## src/rtl/clk_trig_monitor.sv

```systemverilog
// clk_trig_monitor: receive-side checker for a divided clock and its trigger
// Optional duty-cycle check is built when DUTY_CHECK_EN is defined.
// Ports:
//   fastclk, reset        system clock, synchronous active-high reset
//   clk_in, trig_in       monitored clock and trigger, asynchronous to fastclk
//   period_out, high_out  last measured period and high time, in fastclk cycles
//   meas_valid            one-cycle pulse when period_out/high_out update
//   sel_code, sel_valid   decoded divider selection and its match flag
//   locked                LOCK_CNT consecutive matches of the same selection
//   clk_lost              sticky timeout flag, cleared by the next measurement
//   trig_pulse            one-cycle pulse per synchronised trigger rising edge
//   trig_count            wrapping count of trigger rising edges
//   trig_phase            phase counter value captured at the trigger edge
//   duty_err              duty-cycle error flag (tied 0 without DUTY_CHECK_EN)
module clk_trig_monitor #(
    parameter int CNT_W       = 16,
    parameter int SYNC_STAGES = 2,
    parameter int P0          = 4,
    parameter int P1          = 8,
    parameter int P2          = 16,
    parameter int P3          = 32,
    parameter int TOL         = 1,
    parameter int LOCK_CNT    = 4,
    parameter int TIMEOUT     = 1024
) (
    input  logic             fastclk,
    input  logic             reset,
    input  logic             clk_in,
    input  logic             trig_in,
    output logic [CNT_W-1:0] period_out,
    output logic [CNT_W-1:0] high_out,
    output logic             meas_valid,
    output logic [1:0]       sel_code,
    output logic             sel_valid,
    output logic             locked,
    output logic             clk_lost,
    output logic             trig_pulse,
    output logic [7:0]       trig_count,
    output logic [CNT_W-1:0] trig_phase,
    output logic             duty_err
);
    typedef enum logic {IDLE, MEAS} state_t;
    localparam logic [CNT_W-1:0] TMO  = CNT_W'(TIMEOUT);
    localparam logic [CNT_W-1:0] ONE  = CNT_W'(1);
    localparam logic [CNT_W-1:0] ONES = '1;
    localparam int               MW   = $clog2(LOCK_CNT + 1);
    localparam logic [MW-1:0]    LCK  = MW'(LOCK_CNT);
    localparam logic [MW-1:0]    M1   = MW'(1);

    state_t                 state, state_nx;
    logic [SYNC_STAGES-1:0] clk_sync, trig_sync;
    logic                   clk_d, trig_d, clk_s, clk_rise, trig_rise;
    logic                   meas, tout, hit;
    logic [1:0]             dec;
    logic [CNT_W-1:0]       phase, high;
    logic [MW-1:0]          mcnt;

    function automatic logic near(input logic [CNT_W-1:0] p, input int px);
        logic [CNT_W+1:0] a;
        a = {2'b00, p};
        return (a + (CNT_W+2)'(TOL) >= (CNT_W+2)'(px)) && (a <= (CNT_W+2)'(px + TOL));
    endfunction

    assign clk_s     = clk_sync[SYNC_STAGES-1];
    assign clk_rise  = clk_s & ~clk_d;
    assign trig_rise = trig_sync[SYNC_STAGES-1] & ~trig_d;
    assign locked    = (mcnt == LCK);

    always_ff @(posedge fastclk) begin
        if (reset) begin
            clk_sync  <= '0;
            trig_sync <= '0;
            clk_d     <= 1'b0;
            trig_d    <= 1'b0;
        end else begin
            clk_sync  <= {clk_sync[SYNC_STAGES-2:0], clk_in};
            trig_sync <= {trig_sync[SYNC_STAGES-2:0], trig_in};
            clk_d     <= clk_s;
            trig_d    <= trig_sync[SYNC_STAGES-1];
        end
    end

    // Loading 1 after an edge makes phase equal the cycles elapsed since that edge,
    // so at the next edge it is already the full period.
    always_ff @(posedge fastclk) begin
        if (reset) begin
            phase <= '0;
            high  <= '0;
        end else begin
            phase <= clk_rise ? ONE : (phase == ONES ? phase : phase + ONE);
            high  <= clk_rise ? ONE : (clk_s && high != ONES ? high + ONE : high);
        end
    end

    always_comb begin
        hit = near(phase, P0) | near(phase, P1) | near(phase, P2) | near(phase, P3);
        dec = near(phase, P0) ? 2'd0 : near(phase, P1) ? 2'd1 : near(phase, P2) ? 2'd2 : 2'd3;
    end

    always_ff @(posedge fastclk) begin
        if (reset) state <= IDLE;
        else       state <= state_nx;
    end

    always_comb begin
        state_nx = state == IDLE ? (clk_rise ? MEAS : IDLE) : (tout ? IDLE : MEAS);
    end

    // An edge on the timeout cycle wins: it is a measurement, not a loss.
    always_comb begin
        meas = (state == MEAS) && clk_rise;
        tout = (state == MEAS) && !clk_rise && (phase == TMO);
    end

    always_ff @(posedge fastclk) begin
        if (reset) begin
            period_out <= '0;
            high_out   <= '0;
            meas_valid <= 1'b0;
            sel_code   <= 2'd0;
            sel_valid  <= 1'b0;
            mcnt       <= '0;
            clk_lost   <= 1'b0;
            trig_pulse <= 1'b0;
            trig_count <= 8'd0;
            trig_phase <= '0;
        end else begin
            meas_valid <= meas;
            trig_pulse <= trig_rise;
            if (meas) begin
                period_out <= phase;
                high_out   <= high;
                clk_lost   <= 1'b0;
                sel_valid  <= hit;
                sel_code   <= hit ? dec : sel_code;
                mcnt       <= !hit ? '0 : (dec != sel_code ? M1 : (mcnt == LCK ? LCK : mcnt + M1));
            end
            if (tout) begin
                clk_lost  <= 1'b1;
                sel_valid <= 1'b0;
                mcnt      <= '0;
            end
            if (trig_rise) begin
                trig_count <= trig_count + 8'd1;
                trig_phase <= (state == IDLE || clk_rise) ? '0 : phase;
            end
        end
    end

`ifdef DUTY_CHECK_EN
    logic [CNT_W+1:0] twice_high, per_x, duty_diff;

    always_comb begin
        twice_high = {1'b0, high, 1'b0};
        per_x      = {2'b00, phase};
        duty_diff  = twice_high > per_x ? twice_high - per_x : per_x - twice_high;
    end

    always_ff @(posedge fastclk) begin
        if (reset)     duty_err <= 1'b0;
        else if (meas) duty_err <= duty_diff > (CNT_W+2)'(2 * TOL);
    end
`else
    assign duty_err = 1'b0;
`endif
endmodule

```

## config.mk

```make
export PLATFORM = sky130hd
export DESIGN_NAME = clk_trig_monitor
export DESIGN_NICKNAME = d
export VERILOG_FILES = /design/src/rtl/clk_trig_monitor.sv
export SDC_FILE = /design/constraint.sdc
export NUM_CORES = 1
export LEC_CHECK = 0
export BUFFER_PORTS_ARGS = -buffer_cell sky130_fd_sc_hd__buf_2
export CAP_MARGIN = 10
export CORE_ASPECT_RATIO = 0.5
export CORE_UTILIZATION = 50
export CTS_CLUSTER_DIAMETER = 100
export DETAILED_ROUTE_END_ITERATION = 12
export PLACE_DENSITY = 0.72
export SLEW_MARGIN = 20
export SYNTH_ARGS = -nofsm -noshare
export SYNTH_HDL_FRONTEND = slang
export SYNTH_SLANG_ARGS = --single-unit
```

## constraint.sdc

```tcl
create_clock -name fastclk -period 6.1 [get_ports fastclk]
set_input_delay 0.305 -clock fastclk [delete_from_list [all_inputs] [get_ports fastclk]]
set_output_delay 0.305 -clock fastclk [all_outputs]
set_load 0.05 [all_outputs]
```

==> impl_summary.txt <==
----------------------------------------------------
[Worst setup path]
  CP delay by family, top ... simple AND/OR/NAND/NOR gates
  Data arrival time of the critical path ... just under 3 ns
  Delay of the slowest critical-path stage ... 0.56 ns
  Worst Path Max Fanout ... 12
  Required time of the critical path ... 6.30 ns
  Startpoint type of the worst setup path ... flip-flop
  Critical path buffers and inverters ... 0
  Endpoint class of the critical path ... flip-flop
  Cell-by-cell listing of the critical path ... nand4_1 -> nor3_1 -> mux2i_1 -> o2111ai_1 -> o31a_1 -> or2_4 -> o21ai_0 -> nor2_1
  Crit path max-delay cell type ... sky130_fd_sc_hd__dfxtp_1
  Critical setup path kind ... flip-flop to flip-flop

[Detailed routing]
  Via density per instance ... 5.39
  Number of violations reported at the end of detailed-routing iteration 0 ... 206
  Number of nets with antenna violations after detailed routing ... 0
  Total Routed Length ... 9.56 mm
  Pre-antenna DRT Iters ... 4
  Detailed-route via count ... 3,652
  Routed wirelength normalized by instance count ... 14.1 um
  DRC viols ... 0

[Timing]
  Clock period minus final worst setup slack ... 2.70 ns
  Clock skew ... 0.00605 ns
  Final worst-path cycle share ... 44.3%
  Sum of negative setup slack ... 0 ns
  Max-slew violation total from the final report ... 0
  Maximum clock rate ... 370 MHz
  Setup repair after global routing missed its margin ... no
  Slew at the pin closest to its max-slew limit ... 0.795 ns
  Worst slew margin relative to its limit ... a little under half
  Final number of setup-violating endpoints ... 0
  Fin. Hold Viols ... 0

[Synth]
  Top cells by count, synth ... sky130_fd_sc_hd__dfxtp_1 (104), sky130_fd_sc_hd__nand2_1 (81), sky130_fd_sc_hd__nor2_1 (59), sky130_fd_sc_hd__a21oi_1 (54), sky130_fd_sc_hd__clkbuf_1 (20)
  Number of instances in the synthesized netlist ... 516
  Fraction of post-synthesis cell area in the top cell type by area ... 48.1%
  Unique masters post-synth ... 44
  Register bit count reported by yosys ... 104
  Most used DFF post-synth ... sky130_fd_sc_hd__dfxtp_1
  Most instantiated library cell after synthesis ... sky130_fd_sc_hd__dfxtp_1
  Number of enable flip-flop cells after synthesis ... 0
  Number of warnings printed during yosys synthesis ... 0
  Netlist area before placement ... 0.00433 mm^2
  Mean instance size in the synthesized netlist ... 8.39 um^2
  Largest cells by area after synthesis ... sky130_fd_sc_hd__dfxtp_1 (48%), sky130_fd_sc_hd__nand2_1 (7.0%), sky130_fd_sc_hd__a21oi_1 (6.2%), sky130_fd_sc_hd__nor2_1 (5.1%), sky130_fd_sc_hd__xor2_1 (3.4%)
  Proportion of synthesized flip-flops having asynchronous set or reset ... 0%
  Largest area contributor in the synthesized netlist ... sky130_fd_sc_hd__dfxtp_1
  Post-synthesis net count ... ~530
  Seq/Total Area, Yosys ... 48.1%

[Power and ir drop]
  Leakage Power ... just under 2 nW
  Max rail drop VDD ... 0.144 mV
  Power per standard cell area ... 256 mW/mm^2

[Clock tree]
  Cells resized by post-CTS repair ... 0
  Clock insertion delay at the later pin of the skew report ... approximately 0.34 ns
  Clock transition at the registers of the reported paths ... 0.07 ns
  Number of buffers added to fix hold violations after cts ... 0
  Clock Tree Root ... sky130_fd_sc_hd__clkbuf_16
  CTS HTree Levels ... 3
  Buffer count from post-CTS setup fixing ... 0
  Clock tree from TritonCTS ... built
  Number of clock buffers inserted by TritonCTS ... 9
  Maximum clock insertion buffer count ... 2
  Num Clock Sinks ... 104

[Floorplanning]
  Die X ... 134 um
  Overall die area ... roughly 0.009 mm^2
  I/O pin cnt ... 68
  Initial cell density of the core ... between 50% and 60%
  Die boundary height ... 67.8 um
  Placeable Area ... about 0.0082 mm^2
  Number of rows in the core area ... 23

[Worst hold path]
  Class of the worst hold path ... primary input to flip-flop

[Global route]
  Peak-usage layer in the global routing report ... met2
  Initial antenna violation count ... 0
  Maximum number of pins on one net before global-route repair ... 72
  Grt total ovfl ... 0
  Tot GR Track Use ... 22.5%
  Met2 global-route usage ... 36.1%
  First-pass GRT wire length ... 15.7 mm
  Vias in the first global route ... 3,183
  M3 GR Usage ... 6.83%
  GR Util met1 ... 28.9%

[Placed design]
  Final Wtd Congestion ... between 0.8 and 0.9
  HPWL after detailed placement ... 6.37 mm
  Count of buffers inserted at the top-level ports ... between 60 and 70

[Layout]
  Area of all sequential standard cells ... 0.00208 mm^2
  Total area of multi-input combinational cells ... 0.00203 mm^2
  Post-synthesis to final-layout area growth ... 14.0%
  Share of cells above drive strength 1 ... 16.8%
  Utilization after layout ... 60.2%
  Number of fill cells ... 749
  Number of antenna diodes ... 0
  Net count reported at finish ... 572

[Run]
  Max-cap violations ... 0

[Run status]
  Status ... finished, final reports clean

----------------------------------------------------
[power by group]
part	leakage, nW	switching [W]	total (W)	internal, W
Sequential	0.839	0.00000678	0.000691	0.000684
Combinational	0.982	0.0000326	0.0000458	0.0000132
Clock	0.132	0.000252	0.000529	0.000277
[per-stage QoR]
step	setup slack, ns	power (W)	hold WS [ns]	instance area [um^2]	std cells
6_report	3.40	0.00126	0.169	4930	678
3_3_place_gp	3.63	0.000751	0.419	4660	662
3_5_place_dp	3.52	0.000752	0.426	4660	662
2_1_floorplan	3.88	0.000742	0.406	4330	516
5_1_grt	3.21	0.00131	0.171	4930	678
4_1_cts	3.44	0.00128	0.152	4930	678
[registers in the layout, summed over array words and instances (netlist names), 2 cells and up]
signal / cells
high: 16
high_out: 16
period_out: 16
phase: 16
trig_phase: 16
trig_count: 8
mcnt: 3
clk_sync: 2
sel_code: 2
trig_sync: 2
[logic make-up after synthesis]
| family | count (synthesis) | share of synthesized area, % |
|---|---|---|
| compound gates | 103 | 14.1 |
| other cells | 1 | 0.0866 |
| flops | 104 | 48.1 |
| fa+ha+maj | 7 | 2.02 |
| simple gates | 219 | 23.5 |
| mux | 2 | 0.462 |
| xor+xnor | 33 | 6.67 |
| buf+inv | 47 | 5.00 |
[layout make-up]
| type | count | area share (%) |
|---|---|---|
| flip-flops and latches | 104 | 42.2 |
| multi-input cells | 365 | 41.2 |
| repair buffers | 71 | 7.45 |
| clock buffers | 9 | 4.56 |
| well taps | 112 | 2.84 |
| clock inverters | 7 | 0.963 |
| inverters | 10 | 0.761 |
[path summary, 6_finish.rpt]
| path | start | to | slack (ns) | depth (start not counted) |
|---|---|---|---|---|
| max reg2reg | phase[3] | sel_code[0] | 3.40 | 8 |
| min | trig_in | trig_sync[0] | 0.17 | 2 |
| max | phase[3] | sel_code[0] | 3.40 | 8 |
| min reg2reg | clk_sync[0] | clk_sync[1] | 0.44 | 1 |
[placed cells by master, fill, tap and decap left out, drive strengths merged, types with 7 or more instances in the layout]
cell and instances:
a21oi 54, a22oi 16, and3 11, buf 71, clkbuf 9, dfxtp 104
ha 7, inv 11, nand2 81, nand3 13, nand4 8, nor2 59
nor2b 9, nor3 13, o21ai 12, xnor2 16, xor2 17
[metal layers]
metal  vias to the layer above  part of all wire [%]
li1                       1844                     -
met5                         -                     0
met4                         0                   1.1
met1                      1700                    49
met2                        99                    44
met3                         9                   6.4
Power figures use the tool's default switching activity.
